**config.mk**
```make
export PLATFORM = sky130hd
export DESIGN_NAME = execute_stage
export DESIGN_NICKNAME = d
export VERILOG_FILES = /design/src/rtl/execute_stage.sv
export SDC_FILE = /design/constraint.sdc
export NUM_CORES = 1
export LEC_CHECK = 0
export ABC_AREA = 0
export BUFFER_PORTS_ARGS = -buffer_cell sky130_fd_sc_hd__buf_2
export CORE_ASPECT_RATIO = 1.75
export CORE_MARGIN = 3
export CORE_UTILIZATION = 57
export CTS_CLUSTER_DIAMETER = 120
export CTS_CLUSTER_SIZE = 20
export DETAILED_ROUTE_END_ITERATION = 8
export HOLD_SLACK_MARGIN = 0.1
export PLACE_DENSITY = 0.93
export SYNTH_ARGS = -nofsm -noshare
export SYNTH_HDL_FRONTEND = slang
export SYNTH_SLANG_ARGS = --single-unit
```
**constraint.sdc**
```tcl
create_clock -name clk -period 5.9 [get_ports clk]
set_input_delay 0.295 -clock clk [delete_from_list [all_inputs] [get_ports clk]]
set_output_delay 0.295 -clock clk [all_outputs]
set_load 0.01 [all_outputs]
```
**src/rtl/execute_stage.sv**
```systemverilog
// Execute stage: ALU, condition codes and branch/cmov condition, one result register toward memory.
// Latency 1 cycle; in_ready drops while the result is held unconsumed, during reset, or after a halt.
module execute_stage (
  input  logic        clk,
  input  logic        rst_n,
  input  logic        in_valid,
  output logic        in_ready,
  input  logic [3:0]  icode,
  input  logic [3:0]  ifun,
  input  logic [63:0] valA,
  input  logic [63:0] valB,
  input  logic [63:0] valC,
  output logic        out_valid,
  input  logic        out_ready,
  output logic [3:0]  out_icode,
  output logic [63:0] out_valE,
  output logic [63:0] out_valA,
  output logic        out_Cnd,
  output logic        out_err,
  output logic        cc_zf,
  output logic        cc_sf,
  output logic        cc_of
);

  localparam logic [3:0] I_HALT   = 4'h0;
  localparam logic [3:0] I_CMOV   = 4'h2;
  localparam logic [3:0] I_IRMOVQ = 4'h3;
  localparam logic [3:0] I_RMMOVQ = 4'h4;
  localparam logic [3:0] I_MRMOVQ = 4'h5;
  localparam logic [3:0] I_OPQ    = 4'h6;
  localparam logic [3:0] I_JXX    = 4'h7;
  localparam logic [3:0] I_CALL   = 4'h8;
  localparam logic [3:0] I_RET    = 4'h9;
  localparam logic [3:0] I_PUSHQ  = 4'hA;
  localparam logic [3:0] I_POPQ   = 4'hB;

  typedef struct packed {
    logic [3:0]  icode;
    logic [63:0] val_e;
    logic [63:0] val_a;
    logic        cnd;
    logic        err;
  } ex_res_t;

  ex_res_t     res_d, res_q;
  logic [63:0] alu_a, alu_b, val_e;
  logic        of_d, err_d, cnd_d;
  logic        halted, accept, cc_wr, lt;

  assign in_ready = rst_n & ~halted & (~out_valid | out_ready);
  assign accept   = in_valid & in_ready;

  always_comb begin
    alu_a = 64'd0;
    case (icode)
      I_CMOV, I_OPQ:                alu_a = valA;
      I_IRMOVQ, I_RMMOVQ, I_MRMOVQ: alu_a = valC;
      I_CALL, I_PUSHQ:              alu_a = -64'd8;
      I_RET, I_POPQ:                alu_a = 64'd8;
      default:                      alu_a = 64'd0;
    endcase
  end

  always_comb begin
    alu_b = 64'd0;
    case (icode)
      I_RMMOVQ, I_MRMOVQ, I_OPQ, I_CALL, I_RET, I_PUSHQ, I_POPQ: alu_b = valB;
      default: alu_b = 64'd0;
    endcase
  end

  always_comb begin
    val_e = alu_b + alu_a;
    of_d  = 1'b0;
    err_d = 1'b0;
    if (icode == I_OPQ) begin
      case (ifun)
        4'd0: begin
          val_e = alu_b + alu_a;
          of_d  = (alu_a[63] == alu_b[63]) & (val_e[63] != alu_a[63]);
        end
        4'd1: begin
          val_e = alu_b - alu_a;
          of_d  = (alu_a[63] != alu_b[63]) & (val_e[63] != alu_b[63]);
        end
        4'd2:    val_e = alu_b & alu_a;
        4'd3:    val_e = alu_b ^ alu_a;
        default: begin
          val_e = 64'd0;
          err_d = 1'b1;
        end
      endcase
    end
  end

  // Condition uses the flags as they stand before this instruction writes them.
  assign lt = cc_sf ^ cc_of;
  always_comb begin
    cnd_d = 1'b0;
    if (icode == I_CMOV || icode == I_JXX) begin
      case (ifun)
        4'd0:    cnd_d = 1'b1;
        4'd1:    cnd_d = lt | cc_zf;
        4'd2:    cnd_d = lt;
        4'd3:    cnd_d = cc_zf;
        4'd4:    cnd_d = ~cc_zf;
        4'd5:    cnd_d = ~lt;
        4'd6:    cnd_d = ~lt & ~cc_zf;
        default: cnd_d = 1'b0;
      endcase
    end
  end

  assign res_d = '{icode: icode, val_e: val_e, val_a: valA, cnd: cnd_d, err: err_d};
  assign cc_wr = accept & (icode == I_OPQ) & ~err_d;

  always_ff @(posedge clk) begin
    if (!rst_n) begin
      res_q     <= '0;
      out_valid <= 1'b0;
      cc_zf     <= 1'b1;
      cc_sf     <= 1'b0;
      cc_of     <= 1'b0;
      halted    <= 1'b0;
    end else begin
      if (accept) begin
        res_q     <= res_d;
        out_valid <= 1'b1;
      end else if (out_ready) begin
        out_valid <= 1'b0;
      end
      if (cc_wr) begin
        cc_zf <= (val_e == 64'd0);
        cc_sf <= val_e[63];
        cc_of <= of_d;
      end
      if (accept && icode == I_HALT) halted <= 1'b1;
    end
  end

  assign out_icode = res_q.icode;
  assign out_valE  = res_q.val_e;
  assign out_valA  = res_q.val_a;
  assign out_Cnd   = res_q.cnd;
  assign out_err   = res_q.err;

endmodule

```
==> impl_results.md, run 1 <==
- Die Y: between 200 and 250 um
- Place WS: -0.102 ns
- Syn nets: between 2000 and 3000
- Sequential fraction of the synthesis area: between 15 and 20%
- Largest net degree at the start of global routing: 175
- Longest Clk Path Bufs: 2
- CTS HTree Levels: 4
- Status: aborted with a tool error
- Die Wd: roughly 130 um
- Vias in the first global route: roughly 26000
- I/O pins: roughly 340
- Initial Util: a little under 60%
- FFs w/ async S/R, synth: 0%
- Yosys cell types: a little over 90
- Placement Rows: roughly 80
- Clock root cell: clkbuf_16
- Postcts setup bufs: 0
- Yosys top cell area share: around 17%
- Synth Instances: 2430
- Fail Step: global routing
- Number of flops mapped to enable cells by yosys: 0
- Area leader, netlist: dfxtp_1
- IO Port Bufs: between 300 and 400
- Mapped Area: about 0.017 sq mm
- # clock sinks: ~140
- Yosys warning count: 0
- Seq cells post-synth: ~140
- Mean Syn Cell Area: between 6 and 7 sq um
- First-pass GRT wire length: around 160000 um
- Gpl congestion: about 1.2
- Grt ovf: 86
- TritonCTS Buffers: 17
- Total GRT Usage: about two thirds
- Halt Reason: [ERROR GRT-0116] Global routing finished with congestion. Check the congestion regions in the DRC Viewer.
- Ranking of synthesized cells by area: dfxtp_1 (17%), ha_1 (11%), a21oi_1 (8.0%), nand2_1 (7.0%), nor2_1 (5.8%)
- Most used flip-flop cell after synthesis: dfxtp_1
- HPWL Detailed: around 74000 um
-- cells by family after synthesis --
logic type / synth area share (%)
simple gates: 26.6
compound gates: 34.3
buf+inv: 6.88
fa+ha+maj: 10.9
flops: 16.8
xor+xnor: 3.12
mux: 1.37
-- through the flow --
| stage | instance area [sq um] | TNS [ns] | instances |
|---|---|---|---|
| after detailed placement | 21000 | -0.102 | 3347 |
| after global placement | 21000 | -0.720 | 3346 |
| after CTS | 21900 | 0 | 3410 |
| after floorplan | 16600 | 0 | 2430 |
-- what timing repair did --
| action | in CTS |
|---|---|
| gates resized for setup | 0 |
| hold endpoints to repair | 31 |
| hold buffers | 31 |
-- cells in the mapped netlist (all sizes together), types with 13 or more instances --
master / instances
inv: 124
a22oi: 17
or2: 13
buf: 38
o31ai: 28
a21oi: 268
nor3: 52
nor2b: 93
nor2: 258
mux2i: 16
nor4: 32
nand3: 41
dfxtp: 139
a221oi: 81
o21ai: 117
a211oi: 65
nand2: 310
or4: 14
nand4: 39
ha: 141
nand2b: 23
o21a: 13
xnor2: 48
clkbuf: 132
o21bai: 32
o22ai: 14
o211ai: 24
a21boi: 16
a31oi: 24
-- routing by layer --
layer  overflow  GRT usage (%)
met5          1           4.74
met4         35           74.4
met3          0           44.1
met2         50           91.1
met1          0           66.2
==> inputs of run 2 (changes only) <==
- CORE_ASPECT_RATIO: 1.75 -> not set
- CORE_UTILIZATION: 57 -> 40
- CTS_CLUSTER_DIAMETER: 120 -> not set
- CTS_CLUSTER_SIZE: 20 -> not set
- HOLD_SLACK_MARGIN: 0.1 -> not set
- PLACE_DENSITY: 0.93 -> not set
- PLACE_DENSITY_LB_ADDON: not set -> 0.15
==> impl_results.md, run 2 <==
- Final Net Count: around 3200
- Initial Util: a little over 40%
- Die Y: between 200 and 250 um
- FFs w/ async S/R, synth: 0%
- # hold bufs at CTS: 0
- Unrepaired setup endpoints after global routing: no
- Yosys top cell area share: between 10% and 20%
- Yosys cell types: 93
- First-pass GRT wire length: ~120000 um
- Final setup vio count: 0
- Max Cap Viol: 0
- Total number of vias: roughly 21000
- Seq cells post-synth: about 140
- Cells on worst reg2reg path: 14
- # DRC: 0
- CP Max Fanout: 33
- Total GRT Usage: 35.9%
- CTS tree: yes
- Worst slew margin: 20.6%
- Startpoint type of the worst setup path: primary input
- Die area: ~0.044 sq mm
- Post-route minimum period: between 5 and 6 ns
- Reg clk slew, reported paths: roughly 0.080 ns
- Die Wd: roughly 210 um
- Hold Startpoint: valA[36]
- CTS HTree Levels: 4
- Mean Syn Cell Area: about 7 sq um
- Most common cell after layout, fill and taps aside: buf_2
- Count leader, synth: nand2_1
- Drt via density: a little over 6
- Data required time at the worst endpoint: approximately 6.3 ns
- I/O pins: roughly 340
- Worst Hold Class: primary input to flop
- Worst setup EP type: flop
- Synth Instances: roughly 2400
- Placement Rows: 73
- Grt ovf: 0
- # clock sinks: about 140
- Mapped Area: between 0.015 and 0.02 sq mm
- Fin Clk Skew: 0.0222 ns
- Longest Clk Path Bufs: 2
- Worst-Margin Slew: ~1.2 ns
- Routed Antenna Nets: 0
- Commonest cells after routing, fill and taps aside: buf_2 (342), nand2_1 (307), a21oi_1 (266), nor2_1 (254), buf_4 (221)
- Gpl congestion: 1.02
- Final WL: roughly 80000 um
- DR WL/cell: around 24 um
- TritonCTS Buffers: 17
- HPWL Detailed: between 60000 and 70000 um
- Number of flops mapped to enable cells by yosys: 0
- CP Class: primary input to flop
- Initial antenna violation count: 0
- Core Area: 0.0404 sq mm
- RR Endpoint: cc_zf$_SDFFE_PN1P_
- Layout area overhead: 25.2%
- Synth top cells by count: nand2_1 (310), a21oi_1 (266), nor2_1 (257), ha_1 (141), dfxtp_1 (139)
- Area leader, netlist: dfxtp_1
- N_diodes: 0
- Syn nets: 2777
- Vias in the first global route: approximately 20000
- CP arrival: ~6.0 ns
- Crit path from: icode[1]
- Hold Path Cell Cnt: 3
- Status: completed
- Hold Path End: out_valA[36]$_SDFFE_PN0P_
- Layout cell share with drive strength beyond 1: approximately 23%
- FF-to-FF Start: out_valid$_SDFFE_PN0P_
- Power Density: 212 mW/mm^2
- Slew Limit Fails: 0
- Worst skew pair latency: between 0.5 and 0.6 ns
- Largest net degree at the start of global routing: ~180
- Final hold viol count: 0
- Leakage power figure: ~9.3 nW
- Worst reg2reg setup slack: 2.07 ns
- Post-CTS sizing: 0
- Number of detailed-route iterations in the first pass: 6
- Clock root cell: clkbuf_16
- Final TNS setup: 0 ns
- Final core occ: a little over 50%
- Initial DRC count: ~2600
- Most used flip-flop cell after synthesis: dfxtp_1
- Ranking of synthesized cells by area: dfxtp_1 (17%), ha_1 (11%), a21oi_1 (8.0%), nand2_1 (7.0%), nor2_1 (5.8%)
- Postcts setup bufs: 0
- IO Port Bufs: ~340
- Tcrit/Tclk final: 93.9%
- Sequential fraction of the synthesis area: around 17%
- FMAX: 0.181 GHz
- Worst vdd ir: ~0.00022 V
- Yosys warning count: 0
-- run 2: final cells by class --
type                            instances  area (sq um)
Fill cell                            4146         19600
Clock inverter                         14           186
Multi-Input combinational cell       1997         12700
Tap cell                              525           657
Sequential cell                       139          2780
Timing Repair Buffer                  570          3510
Clock buffer                           18           429
Inverter                              124           468
-- run 2: worst max path at each step --
stage                    endpoint  slack (ns)  depth (start not counted)
2_1_floorplan  cc_zf$_SDFFE_PN1P_        0.66                         22
3_3_place_gp   cc_zf$_SDFFE_PN1P_        0.12                         24
3_5_place_dp   cc_zf$_SDFFE_PN1P_        0.09                         24
4_1_cts        cc_zf$_SDFFE_PN1P_        0.59                         24
5_1_grt        cc_zf$_SDFFE_PN1P_        0.21                         26
6_report       cc_zf$_SDFFE_PN1P_        0.36                         24
-- run 2: per-stage QoR --
stage	std cells	total power (W)	area, sq um	setup WS, ns	hold slack (ns)
2_1_floorplan	2430	0.00227	16600	0.657	0.417
3_3_place_gp	3355	0.00316	20100	0.124	0.438
3_5_place_dp	3355	0.00316	20100	0.0857	0.443
4_1_cts	3387	0.00437	20800	0.590	0.00723
5_1_grt	3387	0.00462	20800	0.208	0.0419
6_report	3387	0.00440	20800	0.360	0.0357
-- run 2: routing by layer --
metal	GRT usage (%)	vias to the layer above	share of wire, %
li1	-	9749	-
met1	50.7	9995	44
met2	55.1	1146	43
met3	7.01	162	9.4
met4	11.3	0	3.0
met5	0	-	0
-- run 2: logic make-up (layout without fill, tap and decap cells) --
group,Yosys count,count (layout),share of synthesized area [%]
buffers and inverters,294,726,6.88
flip-flops,139,139,16.8
adder cells (fa/ha/maj),143,143,10.9
multiplexers,22,22,1.37
XOR/XNOR,59,59,3.12
AO/OA/AOI/OAI,839,839,34.3
AND/OR/NAND/NOR,934,934,26.6
-- run 2: power breakdown --
part           total [W]  internal, W  switching, W
logic            0.00218     0.000829       0.00135
clock network    0.00119     0.000673      0.000521
registers        0.00103     0.000994     0.0000316
total            0.00440      0.00250       0.00191
-- run 2: critical path, cell delays in order --
cell and delay, ns:
buf_2 0.17, nand2_1 0.13, mux2_2 0.30, nor2_4 0.16, buf_12 0.21, a221oi_1 0.13, ha_1 0.59, nand4_1 0.25
nor3_1 0.21, buf_4 0.19, nand2_1 0.10, a2111oi_0 0.55, buf_4 0.26, or2_1 0.14, nor2_1 0.06, xnor2_1 0.14
a222oi_1 0.46, buf_4 0.21, nand4_1 0.05, or4_1 0.43, nor4_1 0.30, and4_1 0.27, and4_1 0.19, a31o_1 0.12
No activity file was read; power rests on OpenSTA's default activity.
